File: src/rtl/r5p_bus_arb.sv
// r5p_bus_arb: shares one memory port between the r5p fetch (if_*) and load/store (ls_*) buses.
// Fixed-priority or round-robin grant, locked while a transfer waits for the slave.
module r5p_bus_arb #(
    parameter int AW  = 32,
    parameter int DW  = 32,
    parameter int BW  = DW/8,
    parameter int RR  = 0,
    parameter int STV = 8
) (
    input  logic          clk,
    input  logic          rst,
    input  logic          if_req,
    input  logic [AW-1:0] if_adr,
    output logic [DW-1:0] if_rdt,
    output logic          if_ack,
    input  logic          ls_req,
    input  logic          ls_wen,
    input  logic [AW-1:0] ls_adr,
    input  logic [BW-1:0] ls_ben,
    input  logic [DW-1:0] ls_wdt,
    output logic [DW-1:0] ls_rdt,
    output logic          ls_ack,
    output logic          mem_req,
    output logic          mem_wen,
    output logic [AW-1:0] mem_adr,
    output logic [BW-1:0] mem_ben,
    output logic [DW-1:0] mem_wdt,
    input  logic [DW-1:0] mem_rdt,
    input  logic          mem_ack
);
    localparam int CW = (STV > 0) ? $clog2(STV+1) : 1;
    localparam logic [CW-1:0] CMAX = CW'(STV);
    localparam logic [1:0] IDLE    = 2'd0;
    localparam logic [1:0] LOCK_IF = 2'd1;
    localparam logic [1:0] LOCK_LS = 2'd2;
    localparam logic M_IF = 1'b0;
    localparam logic M_LS = 1'b1;

    logic [1:0]    state_q, state_d;
    logic          last_q, last_d;
    logic [CW-1:0] cnt_q, cnt_d;
    logic          pick_if, idle_if, gnt_if, gnt_ls, ack, req_x;

    always_comb begin
        pick_if = (RR != 0) ? (last_q == M_LS) : (STV > 0 && cnt_q == CMAX);
        idle_if = if_req && (!ls_req || pick_if);
        gnt_if  = rst && (state_q == LOCK_IF || (state_q == IDLE && idle_if));
        gnt_ls  = rst && (state_q == LOCK_LS || (state_q == IDLE && ls_req && !idle_if));
        mem_req = gnt_if ? if_req : gnt_ls ? ls_req : 1'b0;
        mem_wen = gnt_ls ? ls_wen : 1'b0;
        mem_adr = gnt_if ? if_adr : gnt_ls ? ls_adr : '0;
        mem_ben = gnt_if ? '1 : gnt_ls ? ls_ben : '0;
        mem_wdt = gnt_ls ? ls_wdt : '0;
        ack     = mem_ack && mem_req;
        if_ack  = gnt_if && ack;
        ls_ack  = gnt_ls && ack;
        if_rdt  = mem_rdt;
        ls_rdt  = mem_rdt;
        req_x   = (state_q == LOCK_IF) ? if_req : ls_req;
        state_d = state_q;
        last_d  = last_q;
        if (state_q == IDLE) begin
            if (gnt_if || gnt_ls) begin
                if (ack) last_d = gnt_if ? M_IF : M_LS;
                else state_d = gnt_if ? LOCK_IF : LOCK_LS;
            end
        end else if (state_q == 2'd3 || !req_x) begin
            state_d = IDLE;
        end else if (mem_ack) begin
            state_d = IDLE;
            last_d  = (state_q == LOCK_IF) ? M_IF : M_LS;
        end
        // Counter only ages a fetch that is asking but not being served.
        cnt_d = (STV == 0 || RR != 0 || !if_req || if_ack) ? '0 :
                (cnt_q == CMAX) ? cnt_q : cnt_q + 1'b1;
    end

    always_ff @(posedge clk) begin
        if (!rst) begin
            state_q <= IDLE;
            last_q  <= M_LS;
            cnt_q   <= '0;
        end else begin
            state_q <= state_d;
            last_q  <= last_d;
            cnt_q   <= cnt_d;
        end
    end
endmodule

File: config.mk
export PLATFORM = sky130hd
export DESIGN_NAME = r5p_bus_arb
export DESIGN_NICKNAME = d
export VERILOG_FILES = /design/src/rtl/r5p_bus_arb.sv
export SDC_FILE = /design/constraint.sdc
export NUM_CORES = 1
export LEC_CHECK = 0
export ABC_CLOCK_PERIOD_IN_PS = 1700
export BUFFER_PORTS_ARGS = -buffer_cell sky130_fd_sc_hd__buf_2
export CORE_AREA = 8 8 100 102
export CTS_BUF_LIST = sky130_fd_sc_hd__clkbuf_2 sky130_fd_sc_hd__clkbuf_4 sky130_fd_sc_hd__clkbuf_8
export DETAILED_ROUTE_END_ITERATION = 10
export DIE_AREA = 0 0 108 110
export GPL_TIMING_DRIVEN = 0
export SETUP_SLACK_MARGIN = 0.4
export SLEW_MARGIN = 20
export SYNTH_ARGS = -nofsm -noshare
export SYNTH_HDL_FRONTEND = slang
export SYNTH_SLANG_ARGS = --single-unit
File: constraint.sdc
create_clock -name clk -period 1.7 [get_ports clk]
set_input_delay 0 -clock clk [delete_from_list [all_inputs] [get_ports clk]]
set_output_delay 0 -clock clk [all_outputs]
set_load 0.03 [all_outputs]
Word level (Yosys, flattened, before mapping)
Cells that the tools add are included.

Register bits after elaboration: 6. Input port bits: 138.

Add/sub/neg operators: 1. Equal/unequal tests: 6. Bitwise operators: 1. Reductions and logical operators: 23. Multiplexer cells: 15.

Operators by type and width (number): $mux W32 (3); $mux W2 (6); $logic_and A1 B1 Y1 (9); $mux W4 (2); $logic_or A1 B1 Y1 (6); $add A4 B1 Y4 const B (1); $eq A2 B2 Y1 const B (2); $eq A4 B4 Y1 const B (1); $logic_not A1 Y1 (4); $mux W1 (4); $reduce_and A3 Y1 (1); $reduce_bool A3 Y1 (1); $eq A2 B1 Y1 const B (1); $logic_not A2 Y1 (1); $ne A2 B1 Y1 const B (1); $ne A2 B2 Y1 const B (1); $reduce_or A2 Y1 (1); $not A1 Y1 (1).

Longest topological paths before layout
Depth in word-level cells: 13. Gate-level depth with buffers: 7. Mapped depth without buffers: 5.

Worst setup path after synthesis
Ideal clock, no wire load.

Path type: reg-to-output. Start point: register state_q[1]. End point: output port ls_ack. Arrival time: 1.690 ns. Stages on the path, launching flop included: 4. Required time: 1.700 ns. Path slack: 0.010 ns. Cells stage by stage: dfxtp_1 -> nand2b_1 -> a21boi_0 -> and3_1.

Longest elaborated chain between the ends: 9. Elaborated cells between the ends (all ways): 14.

RTL lines: start, declared (line 39) `logic [1:0] state_q, state_d;`; start signal, assigned (line 84) `state_q <= state_d;`; $logic_not A2 Y1 (line 47, 48); $logic_and A1 B1 Y1 (2 in a row) (line 48) `gnt_ls = rst && (state_q == LOCK_LS || (state_q == IDLE && ls_req && !idle_if));`; $logic_or A1 B1 Y1 (line 48); $logic_and A1 B1 Y1 (line 48); $mux W1 (line 49) `mem_req = gnt_if ? if_req : gnt_ls ? ls_req : 1'b0;`; $mux W1 * (line 49); named net mem_req (line 23) `output logic mem_req,`; $logic_and A1 B1 Y1 * (line 54) `ack = mem_ack && mem_req;`; $logic_and A1 B1 Y1 * (line 56) `ls_ack = gnt_ls && ack;`; end, declared (line 22) `output logic ls_ack,`.

The timed path passes the listed nets; every way through them passes the cells marked *.

Worst setup path after layout
Start point: register cnt_q[1]. End point: output port mem_adr[14].

Longest elaborated chain between the ends: 9. Elaborated cells between the ends (all ways): 12.

RTL lines: start, declared (line 41) `logic [CW-1:0] cnt_q, cnt_d;`; start signal, assigned (line 86) `cnt_q <= cnt_d;`; $eq A4 B4 Y1 * (line 45) `pick_if = (RR != 0) ? (last_q == M_LS) : (STV > 0 && cnt_q == CMAX);`; $logic_or A1 B1 Y1 * (line 46) `idle_if = if_req && (!ls_req || pick_if);`; $logic_and A1 B1 Y1 * (line 46); $logic_not A1 Y1 (line 48); $logic_and A1 B1 Y1 (line 48); $logic_or A1 B1 Y1 (line 48); $logic_and A1 B1 Y1 (line 48); $mux W32 (line 51) `mem_adr = gnt_if ? if_adr : gnt_ls ? ls_adr : '0;`; $mux W32 * (line 51); end, declared (line 25) `output logic [AW-1:0] mem_adr,`.

Mark *: on every way between the ends. The rest lies on a longest branch, timed or not.

==> metrics.txt <==
power per unit of standard cell area 447 nW/um^2; Crit path buffers/inverters 4; Layout Utilization 48.3%; Max rail drop VDD 0.435 mV; Syn Area/Cell 7.89 sq um; global-route wire length before repair 13500 um; total routed wirelength 9700 um; delay contributed by the slowest stage of the critical path 320 ps; Async S/R FF share, synth 0%; cts bufs inserted 3; top cells by instance count after synthesis 67 x buf_4, 33 x and2_1, 32 x a22o_1, 6 x dfxtp_1; post-synth design cell area 1470 sq um; largest net degree at the start of global routing 11; master of the slowest instance on the critical path dfxtp_2; DPL Wire Length 7960 um; number of fillers in the final layout 779; result of the run finished with violations; overflow left after global routing 0; reported max-cap violation count 0; IO Count 274; critical path capture point type output pin; actual slew at the worst max-slew pin 322 ps; final worst path period need 1800 ps; Post-synth top flop dfxtp_1; Seq pwr share 8.4%; effective utilization at floorplan 17.3%; clock tree from TritonCTS built; switching portion of total power 43.9%; sinks on the clock net 6; maximum fanout count along the critical path 5; library cell occupying the most area in the post-synthesis netlist buf_4; Synthesized Nets 326; number of vias per cell 4.09; Clock Pin Slew Worst Setup and Hold Paths 40 ps; count of buffers inserted at the top-level ports 241; area growth from synthesis to layout 179%; switching power total 0.804 mW; CTS Hold Bufs 0; die outline height 110 um; antenna violations before repair 1; share of Yosys cell area claimed by the top area cell type 34.3%; most common cell in the synthesized netlist buf_4; Slew Limit Fails 0; Placeable Area 8470 sq um; Net count, final 590; wire per inst 17.4 um; number of synthesized flops with an enable pin 0; ratio of final minimum period to clock period 106%; post-route worst setup slack -97.4 ps; Die Footprint 11900 sq um; remaining antenna violation count 0; clock root cell clkbuf_8; Clock Path Buffers 2; WS Path Type register to output pin; fraction of final layout cells with drive strength greater than 1 94.2%; Clk Latency, worst-skew pair 230 ps; setup repair after global routing missed its margin yes; Max Clock Freq 0.556 GHz; Data arrival, critical path 1800 ps; Static Leakage 2.26 nW; final worst clock skew 1.85 ps; internal cell power 1.03 mW; failing checks setup timing; count of distinct cell types in the synthesized netlist 31; Synthesis Warnings 0; width of the chip 108 um; ranking of synthesized cells by area buf_4 34%, a22o_1 19%, and2_1 14%, dfxtp_1 8.2%, buf_6 3.8%; share of synthesized area occupied by flip-flops and latches 8.18%; number of rows created at floorplan 34; required arrival time at the worst endpoint 1700 ps; share of total power in the clock network 12.2%; Max transition margin 78.5%; DRC violations left 0; critical path depth in cells 8; endpoints failing setup 57; total non-filler cell area in the finished layout 4090 sq um; DRC marker count from the first detailed-route iteration 43; Routability Congestion 0.773; register bit count reported by yosys 6; worst hold path class input port to register; Setup crit start kind register; logic gate share of total power 79.4%; kind of cell with the highest combined delay on the critical path compound AO/OA/AOI/OAI gates; DR vias 2276; cell-by-cell trace of the critical path inv_2 > ha_4 > nand3b_4 > o221a_4 > clkbuf_16 > buf_16 > a22o_4 > buf_6; number of standard cells after synthesis 186; number of failing hold endpoints at the final stage 0; hold-critical path depth 3; via count of the first global-routing pass 2478; total number of H-tree levels 1; total global routing track utilization 14.1%; placed cell areas 3240 sq um; worst reg-to-reg path cell count 7; number of iterations in the first detailed-routing pass 4
final cells by class:
type / instances / area, sq um / share of cell area, %
multi-input combinational: 102 / 1210 / 29.7
sequential: 6 / 126 / 3.09
inverter: 2 / 10.0 / 0.245
buffer: 76 / 671 / 16.4
antenna: 1 / 2.50 / 0.0612
tap: 108 / 135 / 3.30
clock buffer: 3 / 41.3 / 1.01
timing repair buffer: 259 / 1890 / 46.2
worst register-to-register path, cell delays in order, from the launching register on:
cell      delay [ps]
dfxtp_2          320
inv_2             60
ha_4             140
nand3b_4          90
buf_6            130
a211oi_4         220
buf_4            250
o22ai_1          110
power groups by stage:
stage	sequential, mW	clock, mW	combinational, mW
global route	0.154	0.237	1.52
finish	0.153	0.224	1.45
detailed placement	0.155	0	1.19
global placement	0.155	0	1.18
floorplan	0.154	0	0.828
CTS	0.152	0.228	1.37
cells by family after synthesis:
| group | share of synthesized area, % |
|---|---|
| mux | 0.682 |
| buf+inv | 40.0 |
| fa+ha+maj | 1.70 |
| xor+xnor | 1.19 |
| compound gates | 25.4 |
| flops | 8.18 |
| simple gates | 22.8 |
final timing paths:
kind,start,endpoint,slack [ps]
setup / recovery,cnt_q[1]$_SDFFE_PP0N_,mem_adr[14],-100
setup reg to reg,cnt_q[1]$_SDFFE_PP0N_,state_q[1]$_SDFFE_PN0P_,240
hold / removal,rst,state_q[0]$_SDFFE_PN0P_,120
hold reg to reg,cnt_q[2]$_SDFFE_PP0N_,cnt_q[2]$_SDFFE_PP0N_,530
placed cells by master (no fill, tap or decap), drive strengths merged, types with 2 or more instances in the layout:
master,count
nor2b,2
dfxtp,6
and2,33
a211oi,3
clkbuf,6
buf,332
a21o,4
and3,2
nand3b,2
nor3,3
inv,2
nand2b,5
ha,2
nand2,3
a22o,32
sequential cells by signal (all words and copies together) (netlist names):
signal / count
state_q: 2
cnt_q: 4
per-layer routing:
metal  GRT usage [%]  wire (um)
met1            14.4       3230
met3            3.31        919
met5               0          0
met4            2.68         86
met2            28.4       5470
metrics by stage:
stage               hold slack, ps  setup WS, ps  total power [mW]  TNS (ps)  std cells
floorplan                      132           295             0.982         0        186
global placement               255          11.9              1.33         0        535
detailed placement             254          5.02              1.35         0        535
CTS                            115          -134              1.75     -7850        550
global route                   143          -149              1.92     -7510        557
finish                         124         -97.4              1.83     -4040        557
what timing repair did:
action                     in CTS  in global routing
pin swaps                       2                  9
gates resized for setup       129                 61
hold endpoints to repair        0                  0
setup buffers                   9                  3
setup endpoints to repair      72                 76
gates cloned                    3                  3
No activity file was read; power rests on OpenSTA's default activity.
